### src/rtl/issue_entry_fifo.sv
// First-word-fall-through queue decoupling decode from the issue/reorder path, with a one
// resident control-flow entry limit. Define ISSUE_FIFO_STATS_EN to enable the decode-stall counter.
module issue_entry_fifo #(
   parameter int unsigned DEPTH = 4,
   parameter type         sbe_t = logic [63:0]
) (
   input  logic                     clk_i,
   input  logic                     rst_ni,
   input  logic                     flush_i,
   input  sbe_t                     decoded_entry_i,
   input  logic                     decoded_valid_i,
   input  logic                     is_ctrl_flow_i,
   output logic                     decoded_ack_o,
   output sbe_t                     issue_entry_o,
   output logic                     issue_valid_o,
   output logic                     is_ctrl_flow_o,
   input  logic                     issue_ack_i,
   output logic [$clog2(DEPTH):0]   usage_o,
   output logic [31:0]              stall_cnt_o
);

   localparam int unsigned PTR_W = $clog2(DEPTH);
   localparam int unsigned CNT_W = PTR_W + 1;

   sbe_t             mem_q    [DEPTH];
   sbe_t             mem_d    [DEPTH];
   logic [DEPTH-1:0] cf_mem_q, cf_mem_d;
   logic [PTR_W-1:0] rd_ptr_q, rd_ptr_d;
   logic [PTR_W-1:0] wr_ptr_q, wr_ptr_d;
   logic [CNT_W-1:0] count_q, count_d;
   logic             cf_resident_q, cf_resident_d;

   logic empty, full, cf_block, accept, push, pop;

   assign empty    = (count_q == '0);
   assign full     = (count_q == CNT_W'(DEPTH));
   assign cf_block = is_ctrl_flow_i & cf_resident_q;

   // Outputs are gated by reset so an asserted reset silences the fall-through path immediately.
   assign accept = rst_ni & decoded_valid_i & ~flush_i & ~cf_block & (~full | issue_ack_i);
   assign push   = accept & ~(empty & issue_ack_i);
   assign pop    = issue_ack_i & ~empty & ~flush_i;

   assign decoded_ack_o = accept;
   assign usage_o       = count_q;

   always_comb begin
      issue_entry_o  = decoded_entry_i;
      issue_valid_o  = 1'b0;
      is_ctrl_flow_o = is_ctrl_flow_i;
      if (empty) begin
         issue_valid_o = decoded_valid_i;
      end else begin
         issue_entry_o  = mem_q[rd_ptr_q];
         is_ctrl_flow_o = cf_mem_q[rd_ptr_q];
         issue_valid_o  = 1'b1;
      end
      if (flush_i || !rst_ni) begin
         issue_valid_o = 1'b0;
      end
   end

   // When full, a simultaneous pop frees rd_ptr's slot, which is also wr_ptr; the read happens first.
   always_comb begin
      mem_d    = mem_q;
      cf_mem_d = cf_mem_q;
      if (push) begin
         mem_d[wr_ptr_q]    = decoded_entry_i;
         cf_mem_d[wr_ptr_q] = is_ctrl_flow_i;
      end
   end

   always_comb begin
      rd_ptr_d      = rd_ptr_q;
      wr_ptr_d      = wr_ptr_q;
      count_d       = count_q;
      cf_resident_d = cf_resident_q;
      if (flush_i) begin
         rd_ptr_d      = '0;
         wr_ptr_d      = '0;
         count_d       = '0;
         cf_resident_d = 1'b0;
      end else begin
         if (pop) begin
            rd_ptr_d = rd_ptr_q + PTR_W'(1);
            if (cf_mem_q[rd_ptr_q]) begin
               cf_resident_d = 1'b0;
            end
         end
         if (push) begin
            wr_ptr_d = wr_ptr_q + PTR_W'(1);
            if (is_ctrl_flow_i) begin
               cf_resident_d = 1'b1;
            end
         end
         if (push && !pop) begin
            count_d = count_q + CNT_W'(1);
         end else if (pop && !push) begin
            count_d = count_q - CNT_W'(1);
         end
      end
   end

   always_ff @(posedge clk_i or negedge rst_ni) begin
      if (!rst_ni) begin
         rd_ptr_q      <= '0;
         wr_ptr_q      <= '0;
         count_q       <= '0;
         cf_resident_q <= 1'b0;
      end else begin
         rd_ptr_q      <= rd_ptr_d;
         wr_ptr_q      <= wr_ptr_d;
         count_q       <= count_d;
         cf_resident_q <= cf_resident_d;
      end
   end

   always_ff @(posedge clk_i) begin
      mem_q    <= mem_d;
      cf_mem_q <= cf_mem_d;
   end

`ifdef ISSUE_FIFO_STATS_EN
   logic [31:0] stall_cnt_q, stall_cnt_d;

   always_comb begin
      stall_cnt_d = stall_cnt_q;
      if (decoded_valid_i && !decoded_ack_o && !flush_i && (stall_cnt_q != 32'hFFFF_FFFF)) begin
         stall_cnt_d = stall_cnt_q + 32'd1;
      end
   end

   always_ff @(posedge clk_i or negedge rst_ni) begin
      if (!rst_ni) begin
         stall_cnt_q <= '0;
      end else begin
         stall_cnt_q <= stall_cnt_d;
      end
   end

   assign stall_cnt_o = stall_cnt_q;
`else
   assign stall_cnt_o = 32'h0;
`endif

endmodule

### config.mk
export PLATFORM = sky130hd
export DESIGN_NAME = issue_entry_fifo
export DESIGN_NICKNAME = d
export VERILOG_FILES = /design/src/rtl/issue_entry_fifo.sv
export SDC_FILE = /design/constraint.sdc
export NUM_CORES = 1
export LEC_CHECK = 0
export ABC_CLOCK_PERIOD_IN_PS = 4440
export BUFFER_PORTS_ARGS = -buffer_cell sky130_fd_sc_hd__buf_2
export CORE_MARGIN = 1.5
export CORE_UTILIZATION = 57
export DETAILED_ROUTE_END_ITERATION = 12
export PLACE_DENSITY = 0.85
export SYNTH_ARGS = -nofsm -noshare
export SYNTH_HDL_FRONTEND = slang
export SYNTH_SLANG_ARGS = --single-unit
export TNS_END_PERCENT = 20
### constraint.sdc
create_clock -name clk_i -period 4.44 [get_ports clk_i]
set_clock_uncertainty 0.2 [all_clocks]
set_input_delay 0.222 -clock clk_i [delete_from_list [all_inputs] [get_ports clk_i]]
set_output_delay 0.222 -clock clk_i [all_outputs]
set_load 0.05 [all_outputs]
==> results.py <==
metrics = {
    "run_status": {
        "status": "finished, final reports clean",
    },
    "global_route": {
        "grt_pass1_vias": 5951,
        "grt_pass1_wl_mm": 32.32,
        "grt_usage_pct": 20.97,
        "grt_max_degree": 66,
        "antenna_found_initial": 0,
        "globalRouteOverflowTotal": 0,
    },
    "power_and_ir_drop": {
        "power_frac_seq_pct": 35.7,
        "power.internal_uw": 5305,
        "leakage_uw": 0.004680,
        "p_switching_uw": 3078,
        "cellPowerDensity_nw_per_um2": 625.2,
        "ir_worst_vdd_mv": 0.5621,
        "clkPwrFrac_pct": 25.2,
        "combinationalPowerShare_pct": 39.0,
        "swShare_pct": 36.71,
    },
    "route": {
        "viasPerCell": 5.493,
        "drc_errors": 0,
        "vias": 5498,
        "drtIter0Drc": 367,
        "totalWireLength_mm": 20.50,
        "drtAntennaViolNets": 0,
        "dr.pass1.iters": 5,
        "wl_per_cell_um": 20.48,
    },
    "clock_tree": {
        "postCtsSetupBuffers": 0,
        "clk_pin_slew_ns": 0.06,
        "clock_latency_ns": 0.51,
        "cts_made_buffers": 26,
        "cts_tree": "built",
        "clock-root-buffer": "clkbuf_16",
        "htreeDepth": 1,
        "clock_sinks": 268,
        "hold_buffers": 69,
        "cts_resized": 0,
        "clockBufferDepth": 3,
    },
    "worst_setup_path": {
        "path_cells": "buf_12, mux4_2, mux2_2, buf_2",
        "setup.worst_path.end_class": "output pin",
        "timing.rr.end": "mem_q[59]$_DFFE_PP_",
        "critical_path.startpoint": "rd_ptr_q[0]$_DFFE_PN0P_",
        "cp.arrival_ns": 2.90,
        "worstReg2RegStart": "usage_o[2]$_DFFE_PN0P_",
        "max_stage_delay_ns": 1.00,
        "endpoint": "issue_entry_o[9]",
        "rr_worst_depth": 3,
        "cpMaxStageDelayCell": "dfrtp_4",
        "cp.required_ns": 4.02,
        "cp-start-kind": "flop",
        "crit_fanout": 42,
        "crit_type": "flop to output pin",
        "regToRegSetupSlack_ns": 1.61,
    },
    "sta": {
        "setup_slack_ns": 1.123,
        "period_minus_slack_ns": 3.317,
        "fin_crit_sh_pct": 74.72,
        "worstMarginPinSlew_ns": 1.046,
        "rsz0062_at_grt": "false",
        "setup_viol_count_final": 0,
        "slew_viol_final": 0,
        "fmax_ghz": 0.3014,
        "setup-tns-final_ns": 0,
        "hold_viol_final": 0,
        "maxSlewHeadroom_pct": 30.29,
    },
    "logic_synthesis": {
        "seq_area_frac_synth_pct": 71.92,
        "syn_area_um2": 11130,
        "yosysWarnings": 0,
        "ys_ff_latch": 268,
        "synthCells": 507,
        "ys_types": 33,
        "synth_area_per_cell_um2": 21.96,
    },
    "floorplan": {
        "std_cell_rows": 50,
        "num_io_pins": 172,
        "fp.coreArea_um2": 18960,
        "dieArea_um2": 20380,
        "start_util_pct": 58.74,
        "die_w_um": 142.8,
        "die_h_um": 142.8,
    },
    "finish": {
        "nFillCells": 1167,
        "postLayoutCellArea_um2": 13410,
        "final_nets": 796,
        "final_common_cell": "edfxtp_1",
        "seq_area_um2": 8013,
        "area_delta_synth_final_pct": 20.43,
        "layout_common_cells": "edfxtp_1 (260), buf_2 (139), dlygate4sd3_1 (69)",
        "antennaDiodeCount": 0,
        "drive_gt1_share_pct": 43.05,
        "multi_input_area_um2": 2796,
    },
    "placed_design": {
        "dp_slack_ns": 1.593,
        "io_buffers": 139,
        "place_congestion": 0.7728,
        "dp_hpwl_mm": 11.58,
        "placed_area_um2": 11900,
    },
    "hold_path": {
        "min_path_type": "primary input to flop",
    },
    "run": {
        "maxCapViolations": 0,
    },
}
cell usage after synthesis, drive strengths merged:
master / n / share of area (%)
nand2: 3 / 0.10
buf: 55 / 3.9
fa: 1 / 0.18
conb: 1 / 0.034
xnor2: 1 / 0.079
inv: 6 / 0.20
ha: 4 / 0.45
a21oi: 1 / 0.045
mux4: 66 / 13
dfrtp: 8 / 1.8
xor2: 3 / 0.24
nor3b: 1 / 0.067
a32o: 1 / 0.090
or3: 1 / 0.056
nand2b: 1 / 0.056
mux2i: 1 / 0.090
clkbuf: 2 / 0.067
a31oi: 1 / 0.056
and2: 5 / 0.28
a221oi: 1 / 0.13
nor2: 11 / 0.37
o21ai: 1 / 0.045
o211a: 1 / 0.090
edfxtp: 260 / 70
nand3: 2 / 0.090
mux2: 67 / 7.7
nor4b: 1 / 0.13
nand3b: 1 / 0.18
layout make-up:
cell class                      count  area share, %
Sequential cell                   268          59.76
Multi-Input combinational cell    207          20.85
Timing Repair Buffer              212          10.66
Clock buffer                       41          5.505
Tap cell                          260          2.426
Clock inverter                      7         0.6345
Inverter                            6         0.1680
worst min-delay path by stage:
stage                          from                      end  slack, ns  depth (start not counted)
global placement             rst_ni   usage_o[0]$_DFFE_PN0P_       -0.1                          1
global route        decoded_valid_i  wr_ptr_q[0]$_DFFE_PN0P_       0.07                          5
CTS                 decoded_valid_i  wr_ptr_q[0]$_DFFE_PN0P_       0.02                          5
detailed placement           rst_ni   usage_o[0]$_DFFE_PN0P_      -0.08                          1
floorplan                    rst_ni  cf_resident_q$_DFF_PN0_      -0.27                          0
finish              decoded_valid_i  wr_ptr_q[0]$_DFFE_PN0P_       0.03                          5
routing by layer:
metal	share of wire (%)	routed length (um)	track usage [%]
met1	42	8633	28.55
met2	50	10320	35.59
met3	5.7	1165	3.454
met4	1.9	382	5.751
met5	0	0	0
metrics by stage:
step	utilization, %	hold slack (ns)	total power [uW]	std cells
5_1_grt	70.74	0.06513	8681	1001
6_report	70.74	0.03136	8383	1001
3_3_place_gp	62.75	-0.09770	6246	884
3_5_place_dp	62.75	-0.08462	6281	884
2_1_floorplan	-	-0.2736	5802	538
4_1_cts	70.74	0.01750	8436	1001
power groups by stage:
stage                     Clock (uW)  Combinational [uW]  Sequential, uW
after floorplan                    0                2850            2960
after global placement             0                3200            3050
after detailed placement           0                3230            3050
after CTS                       2140                3290            3000
after global routing            2240                3420            3020
final                           2120                3270            2990
registers in the layout, summed over array words and instances (netlist names):
signal	flops
mem_q	256
cf_mem_q	4
usage_o	3
rd_ptr_q	2
wr_ptr_q	2
cf_resident_q	1
cell families (layout without fill, tap and decap cells):
group	after synthesis	after routing	synth area share (%)
other	1	32	0.03368
buffers and inverters	63	266	4.147
adder cells (fa/ha/maj)	5	5	0.6293
multiplexers	134	134	21.16
XOR/XNOR	4	4	0.3147
flip-flops	268	268	71.92
AND/OR/NAND/NOR	26	26	1.337
AO/OA/AOI/OAI	6	6	0.4606
worst max-delay path: cells and delay by family (launching register included):
| kind | cells | cell delay [ns] |
|---|---|---|
| buffers and inverters | 2 | 0.54 |
| multiplexers | 2 | 0.83 |
| flip-flops | 1 | 1.00 |
(Power assumes the default switching activity.)
